### src/rtl/sw_pkg.sv
// Shared constants and elaboration-time helpers for the switch debouncer/encoder.
// The code-hold behaviour is selected with the SW_HOLD_LAST_EN macro in sw_debounce_enc.
package sw_pkg;

    localparam int DB_CYCLES_DEFAULT = 20000;

    // All-ones code marks "no single switch on".
    function automatic int invalid_code(input int out_w);
        return (1 << out_w) - 1;
    endfunction

    // Codes 1..N_SW must all fit below the all-ones reserved code.
    function automatic bit code_width_ok(input int n_sw, input int out_w);
        return ((1 << out_w) - 1) > n_sw;
    endfunction

endpackage

### src/rtl/sw_db_ch.sv
// One switch channel: 2-flop synchroniser, stability counter and debounced level.
module sw_db_ch
    import sw_pkg::*;
#(
    parameter int DB_CYCLES = DB_CYCLES_DEFAULT
) (
    input  logic clk_i,
    input  logic rst_n_i,
    input  logic sw_i,
    output logic db_o
);

    localparam int CNT_W = $clog2(DB_CYCLES);
    localparam logic [CNT_W-1:0] CNT_LAST = CNT_W'(DB_CYCLES - 1);

    logic             sync1_q, sync1_d;
    logic             sync2_q, sync2_d;
    logic             stable_q, stable_d;
    logic [CNT_W-1:0] cnt_q, cnt_d;

    // Any cycle where the synchronised level agrees with stable restarts the window.
    always_comb begin
        sync1_d  = sw_i;
        sync2_d  = sync1_q;
        stable_d = stable_q;
        cnt_d    = '0;
        if (sync2_q != stable_q) begin
            if (cnt_q == CNT_LAST) begin
                stable_d = sync2_q;
            end else begin
                cnt_d = cnt_q + CNT_W'(1);
            end
        end
    end

    always_ff @(posedge clk_i or negedge rst_n_i) begin
        if (!rst_n_i) begin
            sync1_q  <= 1'b0;
            sync2_q  <= 1'b0;
            stable_q <= 1'b0;
            cnt_q    <= '0;
        end else begin
            sync1_q  <= sync1_d;
            sync2_q  <= sync2_d;
            stable_q <= stable_d;
            cnt_q    <= cnt_d;
        end
    end

    assign db_o = stable_q;

endmodule

### src/rtl/sw_debounce_enc.sv
// Debounces N_SW switches and encodes the single active one as index+1.
// Define SW_HOLD_LAST_EN to keep the last valid code when zero/multiple switches are on.
module sw_debounce_enc
    import sw_pkg::*;
#(
    parameter int N_SW      = 4,
    parameter int DB_CYCLES = DB_CYCLES_DEFAULT,
    parameter int OUT_W     = 4
) (
    input  logic             clk_i,
    input  logic             rst_n_i,
    input  logic [N_SW-1:0]  sw_i,
    output logic [N_SW-1:0]  sw_db_o,
    output logic [OUT_W-1:0] sw_o,
    output logic             valid_o,
    output logic             chg_o
);

    localparam logic [OUT_W-1:0] INVALID_CODE = OUT_W'(invalid_code(OUT_W));

    if (!code_width_ok(N_SW, OUT_W)) begin : g_bad_out_w
        $error("sw_debounce_enc: OUT_W too narrow for N_SW");
    end
    if (N_SW < 1 || N_SW > 15) begin : g_bad_n_sw
        $error("sw_debounce_enc: N_SW out of range 1..15");
    end
    if (DB_CYCLES < 2) begin : g_bad_db
        $error("sw_debounce_enc: DB_CYCLES must be at least 2");
    end

    logic [N_SW-1:0] sw_db;

    for (genvar k = 0; k < N_SW; k++) begin : g_ch
        sw_db_ch #(
            .DB_CYCLES(DB_CYCLES)
        ) u_ch (
            .clk_i  (clk_i),
            .rst_n_i(rst_n_i),
            .sw_i   (sw_i[k]),
            .db_o   (sw_db[k])
        );
    end

    logic             hit;
    logic             multi;
    logic [OUT_W-1:0] idx;
    logic [OUT_W-1:0] sw_q, sw_d;
    logic             valid_q, valid_d;
    logic             chg_q, chg_d;

    always_comb begin
        hit   = 1'b0;
        multi = 1'b0;
        idx   = '0;
        for (int k = 0; k < N_SW; k++) begin
            if (sw_db[k]) begin
                multi = multi | hit;
                hit   = 1'b1;
                idx   = OUT_W'(k + 1);
            end
        end
    end

    always_comb begin
        valid_d = hit & ~multi;
`ifdef SW_HOLD_LAST_EN
        sw_d = valid_d ? idx : sw_q;
`else
        sw_d = valid_d ? idx : INVALID_CODE;
`endif
        chg_d = (sw_d != sw_q);
    end

    always_ff @(posedge clk_i or negedge rst_n_i) begin
        if (!rst_n_i) begin
            sw_q    <= INVALID_CODE;
            valid_q <= 1'b0;
            chg_q   <= 1'b0;
        end else begin
            sw_q    <= sw_d;
            valid_q <= valid_d;
            chg_q   <= chg_d;
        end
    end

    assign sw_db_o = sw_db;
    assign sw_o    = sw_q;
    assign valid_o = valid_q;
    assign chg_o   = chg_q;

endmodule

### config.mk
export PLATFORM = sky130hd
export DESIGN_NAME = sw_debounce_enc
export DESIGN_NICKNAME = d
export VERILOG_FILES = /design/src/rtl/sw_pkg.sv /design/src/rtl/sw_db_ch.sv /design/src/rtl/sw_debounce_enc.sv
export SDC_FILE = /design/constraint.sdc
export NUM_CORES = 1
export LEC_CHECK = 0
export CAP_MARGIN = 0
export CELL_PAD_IN_SITES_DETAIL_PLACEMENT = 1
export CELL_PAD_IN_SITES_GLOBAL_PLACEMENT = 2
export CORE_ASPECT_RATIO = 0.75
export CORE_MARGIN = 1.5
export CORE_UTILIZATION = 35
export CTS_CLUSTER_DIAMETER = 40
export CTS_CLUSTER_SIZE = 30
export DETAILED_ROUTE_END_ITERATION = 10
export GPL_TIMING_DRIVEN = 0
export PLACE_DENSITY = 0.71
export SKIP_LAST_GASP = 1
export SLEW_MARGIN = 20
export SYNTH_ARGS = -nofsm -noshare
export SYNTH_HDL_FRONTEND = slang
export SYNTH_HIERARCHICAL = 1
export SYNTH_SLANG_ARGS = --single-unit
### constraint.sdc
create_clock -name clk_i -period 4.7 [get_ports clk_i]
set_input_delay 0.705 -clock clk_i [delete_from_list [all_inputs] [get_ports clk_i]]
set_output_delay 0.705 -clock clk_i [all_outputs]
set_load 0.03 [all_outputs]
# After elaboration in Yosys (flattened, before gate mapping)

Cells that the tools add are included.

Register bits: 78
Output and inout port bits: 10

Add/sub/neg operators: 4
Reductions and logical operators: 4
Eq/ne operators: 9
Bitwise gates (word level): 4
Muxes and demuxes: 20

Operators with widths:

| operator                | count |
|---|---|
| $mux W15                | 8 |
| $add A15 B1 Y15 const B | 4 |
| $eq A15 B15 Y1 const B  | 4 |
| $mux W4                 | 3 |
| $mux W1                 | 8 |
| $reduce_and A2 Y1       | 4 |
| $ne A1 B1 Y1            | 4 |
| $ne A4 B4 Y1            | 1 |
| $mux W2                 | 1 |
| $or A1 B1 Y1            | 2 |
| $and A1 B1 Y1           | 1 |
| $not A1 Y1              | 1 |

# Longest topological paths before layout

Depth after elaboration: 10
Mapped depth: 6

# By module

Netlist, hierarchy kept.

By module, submodules not included:

| module          | seq. area each (sq um) | times used | area each (sq um) | cells each |
|---|---|---|---|---|
| sw_db_ch        | 450.4                  | 4          | 837.1             | 81 |
| sw_debounce_enc | 155.1                  | 1          | 415.4             | 47 |

# Least setup slack after synthesis

No wires, ideal clock.

Path kind: register to register
From: register g_ch[0].u_ch.cnt_q[8]
To: register g_ch[0].u_ch.stable_q
Period minus slack after synthesis: 1.883 ns
Stages on the path, launching flop included: 4
Slack: 2.817 ns
Data required time: 4.575 ns
Arrival time: 1.758 ns
Path buffers: 0
Cells stage by stage: dfrtp_1 -> or4b_1 -> or4_4 -> mux2_4

Longest elaborated chain between the ends: 2

RTL lines:

| element                     | RTL line       | text |
|---|---|---|
| start, declared             | sw_db_ch.sv:19 | `logic [CNT_W-1:0] cnt_q, cnt_d;` |
| start signal, assigned      | sw_db_ch.sv:46 | `cnt_q <= cnt_d;` |
| $eq A15 B15 Y1              | sw_db_ch.sv:28 | `if (cnt_q == CNT_LAST) begin` |
| $reduce_and A2 Y1 (no line) | n/a            |  |
| end signal, assigned        | sw_db_ch.sv:45 | `stable_q <= stable_d;` |
| end, declared               | sw_db_ch.sv:18 | `logic stable_q, stable_d;` |

Every way passes these cells.
A chain may end at the register's enable or synchronous reset.

# Worst setup path after layout

From: register sw_q[3], in the netlist sw_o[3]
To: output sw_o[3]

RTL lines:

| element                | RTL line              | text |
|---|---|---|
| start, declared        | sw_debounce_enc.sv:47 | `logic [OUT_W-1:0] sw_q, sw_d;` |
| start signal, assigned | sw_debounce_enc.sv:80 | `sw_q <= sw_d;` |
| end, declared          | sw_debounce_enc.sv:14 | `output logic [OUT_W-1:0] sw_o,` |

No word-level cell between the ends.

==> results.yml <==
final_layout:
  final_common_cell: "dfrtp_1"
  final_cell_mix: "dfrtp_1 (74), nor2_1 (73), xnor2_1 (45)"
  antenna_cells: 0
  areaGrowthSynthToFinish_pct: 16.8
  layout.nets: 408
  layout.cells.non_filler: 539
  drive_gt1_frac: 0.104
  utilization: 0.424
global_routing:
  grt_pass1_wl_mm: 13.8
  grtUsageTotal: 0.157
  grt_pass1_vias: 2738
  grt-ovfl-total: 0
  antenna_found_initial: 0
  grt_start_max_net_pins: 54
clock_network:
  cts_setup_buffers: 0
  cts_tree: "yes"
  cts_hold_buf: 0
  clock_latency_ns: 0.33
  clock_path_buffers: 2
  cts.sinks: 78
  cts_buffers: 9
  clockRootBuffer: "clkbuf_16"
  cts_resized: 0
  htreeDepth: 3
  clk_pin_slew_ns: 0.06
critical_path:
  cp_top_family: "buffers and inverters"
  required_ns: 3.99
  start_kind: "flop"
  cpPeakStageDelay_ns: 0.69
  path_buf_inv: 1
  path_class: "flop to primary output"
  path_max_fanout: 7
  rrSetupSlack_ns: 2.67
  crit_path_cell_trace: "clkdlybuf4s50_1"
  end_kind: "primary output"
  slowest_stage: "clkdlybuf4s50_1"
  critPathArrivalTime_ns: 1.61
sta:
  fin_tns_setup_ns: 0
  slew_violations: 0
  relSlewSlack: 0.730
  rsz0062_at_grt: "no"
  max_freq_mhz: 432
  skew_ns: 0.00474
  setup_violations: 0
  tightest_slew_ns: 0.401
  fin_crit_ns: 2.32
  hold_viol: 0
  final.period_utilization: 0.493
  hold_ws_ns: 0.282
detailed_routing:
  drt.antenna.violating_nets: 0
  viasPerCell: 4.92
  wl_per_cell_microns: 14.3
  routed_wl_mm: 7.70
  drcViolationCount: 0
  drtIter0Drc: 151
  firstDrtPassIters: 4
  vias: 2650
logic_synthesis:
  ys_ff_latch: 78
  synth.cell_area_sq_um: 3760
  synth_cells: 371
  yosysUniqueCellTypes: 32
  postSynthAreaPerCell_sq_um: 10.1
  synth_warnings: 6
  seq_area_frac_synth: 0.520
  syn_nets: 381
floorplanning:
  die_w_microns: 123
  fp-row-count: 32
  pin_count: 16
  die_h_microns: 92.8
  start_util: 0.363
  core_sq_um: 10400
  dieArea_sq_um: 11400
power_and_ir_drop:
  power.leakage_nw: 1.75
  power_w: 0.00141
  powerDensity_nw_per_um2: 320
  ir_drop_mv: 0.176
place:
  dp.cells: 523
  dp_hpwl_mm: 5.40
  place.gp.congestion: 0.712
  numPortBuffers: 15
flow_run:
  cap_violations: 0
run_status:
  status: "complete, no violations"
hold_path:
  hold_class: "primary input to async pin"
==> sequential cells by signal, indices dropped and copies added (netlist names) <==
| name | flops |
|---|---|
| chg_o | 1 |
| g_ch.u_ch/cnt_q | 60 |
| g_ch.u_ch/db_o | 4 |
| g_ch.u_ch/sync1_q | 4 |
| g_ch.u_ch/sync2_q | 4 |
| sw_o | 4 |
| valid_o | 1 |
==> cells in the mapped netlist <==
cell	n	area, sq um
dfstp_2	4	105
clkbuf_2	1	5.00
xnor2_1	45	394
or4_4	4	45.0
nand2b_2	4	35.0
or4b_1	4	40.0
a31oi_1	1	6.26
buf_6	5	56.3
inv_1	23	86.3
buf_2	2	10.0
nor2_1	73	274
o31ai_1	7	52.6
ha_1	4	50.1
nor3_1	12	60.1
nand4_1	13	81.3
nor4_1	12	75.1
o22ai_1	1	6.26
nand2_1	14	52.6
a21oi_1	5	25.0
xor2_1	10	87.6
nand3_1	22	110
and3_1	1	6.26
o21a_1	1	7.51
dfrtp_1	74	1850
nand2b_1	2	12.5
nor4b_1	2	17.5
o21ai_0	4	20.0
or4_1	4	30.0
or4b_4	1	13.8
or3_1	9	56.3
mux2_4	4	60.1
nor4bb_1	3	30.0
==> per-layer routing <==
metal,routed length (microns),track usage,up-vias
met1,4260,0.231,1301
met5,0,0,-
met2,3130,0.218,23
met4,108,0.0610,0
li1,-,-,1316
met3,199,0.0406,10
==> power by group <==
part | internal [W] | total [W] | leakage (nW) | switching, W
Clock | 0.000399 | 0.000660 | 0.142 | 0.000261
Sequential | 0.000684 | 0.000696 | 1.05 | 0.0000125
Combinational | 0.0000197 | 0.0000507 | 0.560 | 0.0000310
==> path summary, 6_finish.rpt <==
path	cells past startpoint	endpoint	startpoint
min in group clk_i	0	g_ch[3].u_ch/sync2_q	g_ch[3].u_ch/sync1_q
worst min-delay path	1	g_ch[0].u_ch/cnt_q[11]	rst_n_i
worst max register to register	5	g_ch[3].u_ch/cnt_q[3]	g_ch[3].u_ch/cnt_q[7]
worst max-delay path	1	sw_o[3]	sw_o[3]
max in group asynchronous	2	sw_o[1]	rst_n_i
worst min register to register	0	g_ch[3].u_ch/sync2_q	g_ch[3].u_ch/sync1_q
==> logic make-up after synthesis <==
logic type,share of synthesized area
AND/OR/NAND/NOR,0.250
buffers and inverters,0.0419
AO/OA/AOI/OAI,0.0313
flip-flops,0.520
adder cells (fa/ha/maj),0.0133
multiplexers,0.0160
XOR/XNOR,0.128
==> layout make-up <==
type | count | area [sq um]
Buffer | 8 | 71.3
Clock buffer | 13 | 270
Clock inverter | 3 | 17.5
Fill cell | 1135 | 5970
Inverter | 23 | 86.3
Multi-Input combinational cell | 262 | 1650
Sequential cell | 78 | 1960
Tap cell | 136 | 170
Timing Repair Buffer | 16 | 175
==> metrics by stage <==
step                      instance area [sq um]  setup WS [ns]
after floorplan                            3760           2.82
after global placement                     4080        -0.0162
after detailed placement                   4110           2.67
after CTS                                  4400           2.36
after global routing                       4400           2.34
final                                      4400           2.38
No activity file was read; power rests on OpenSTA's default activity.
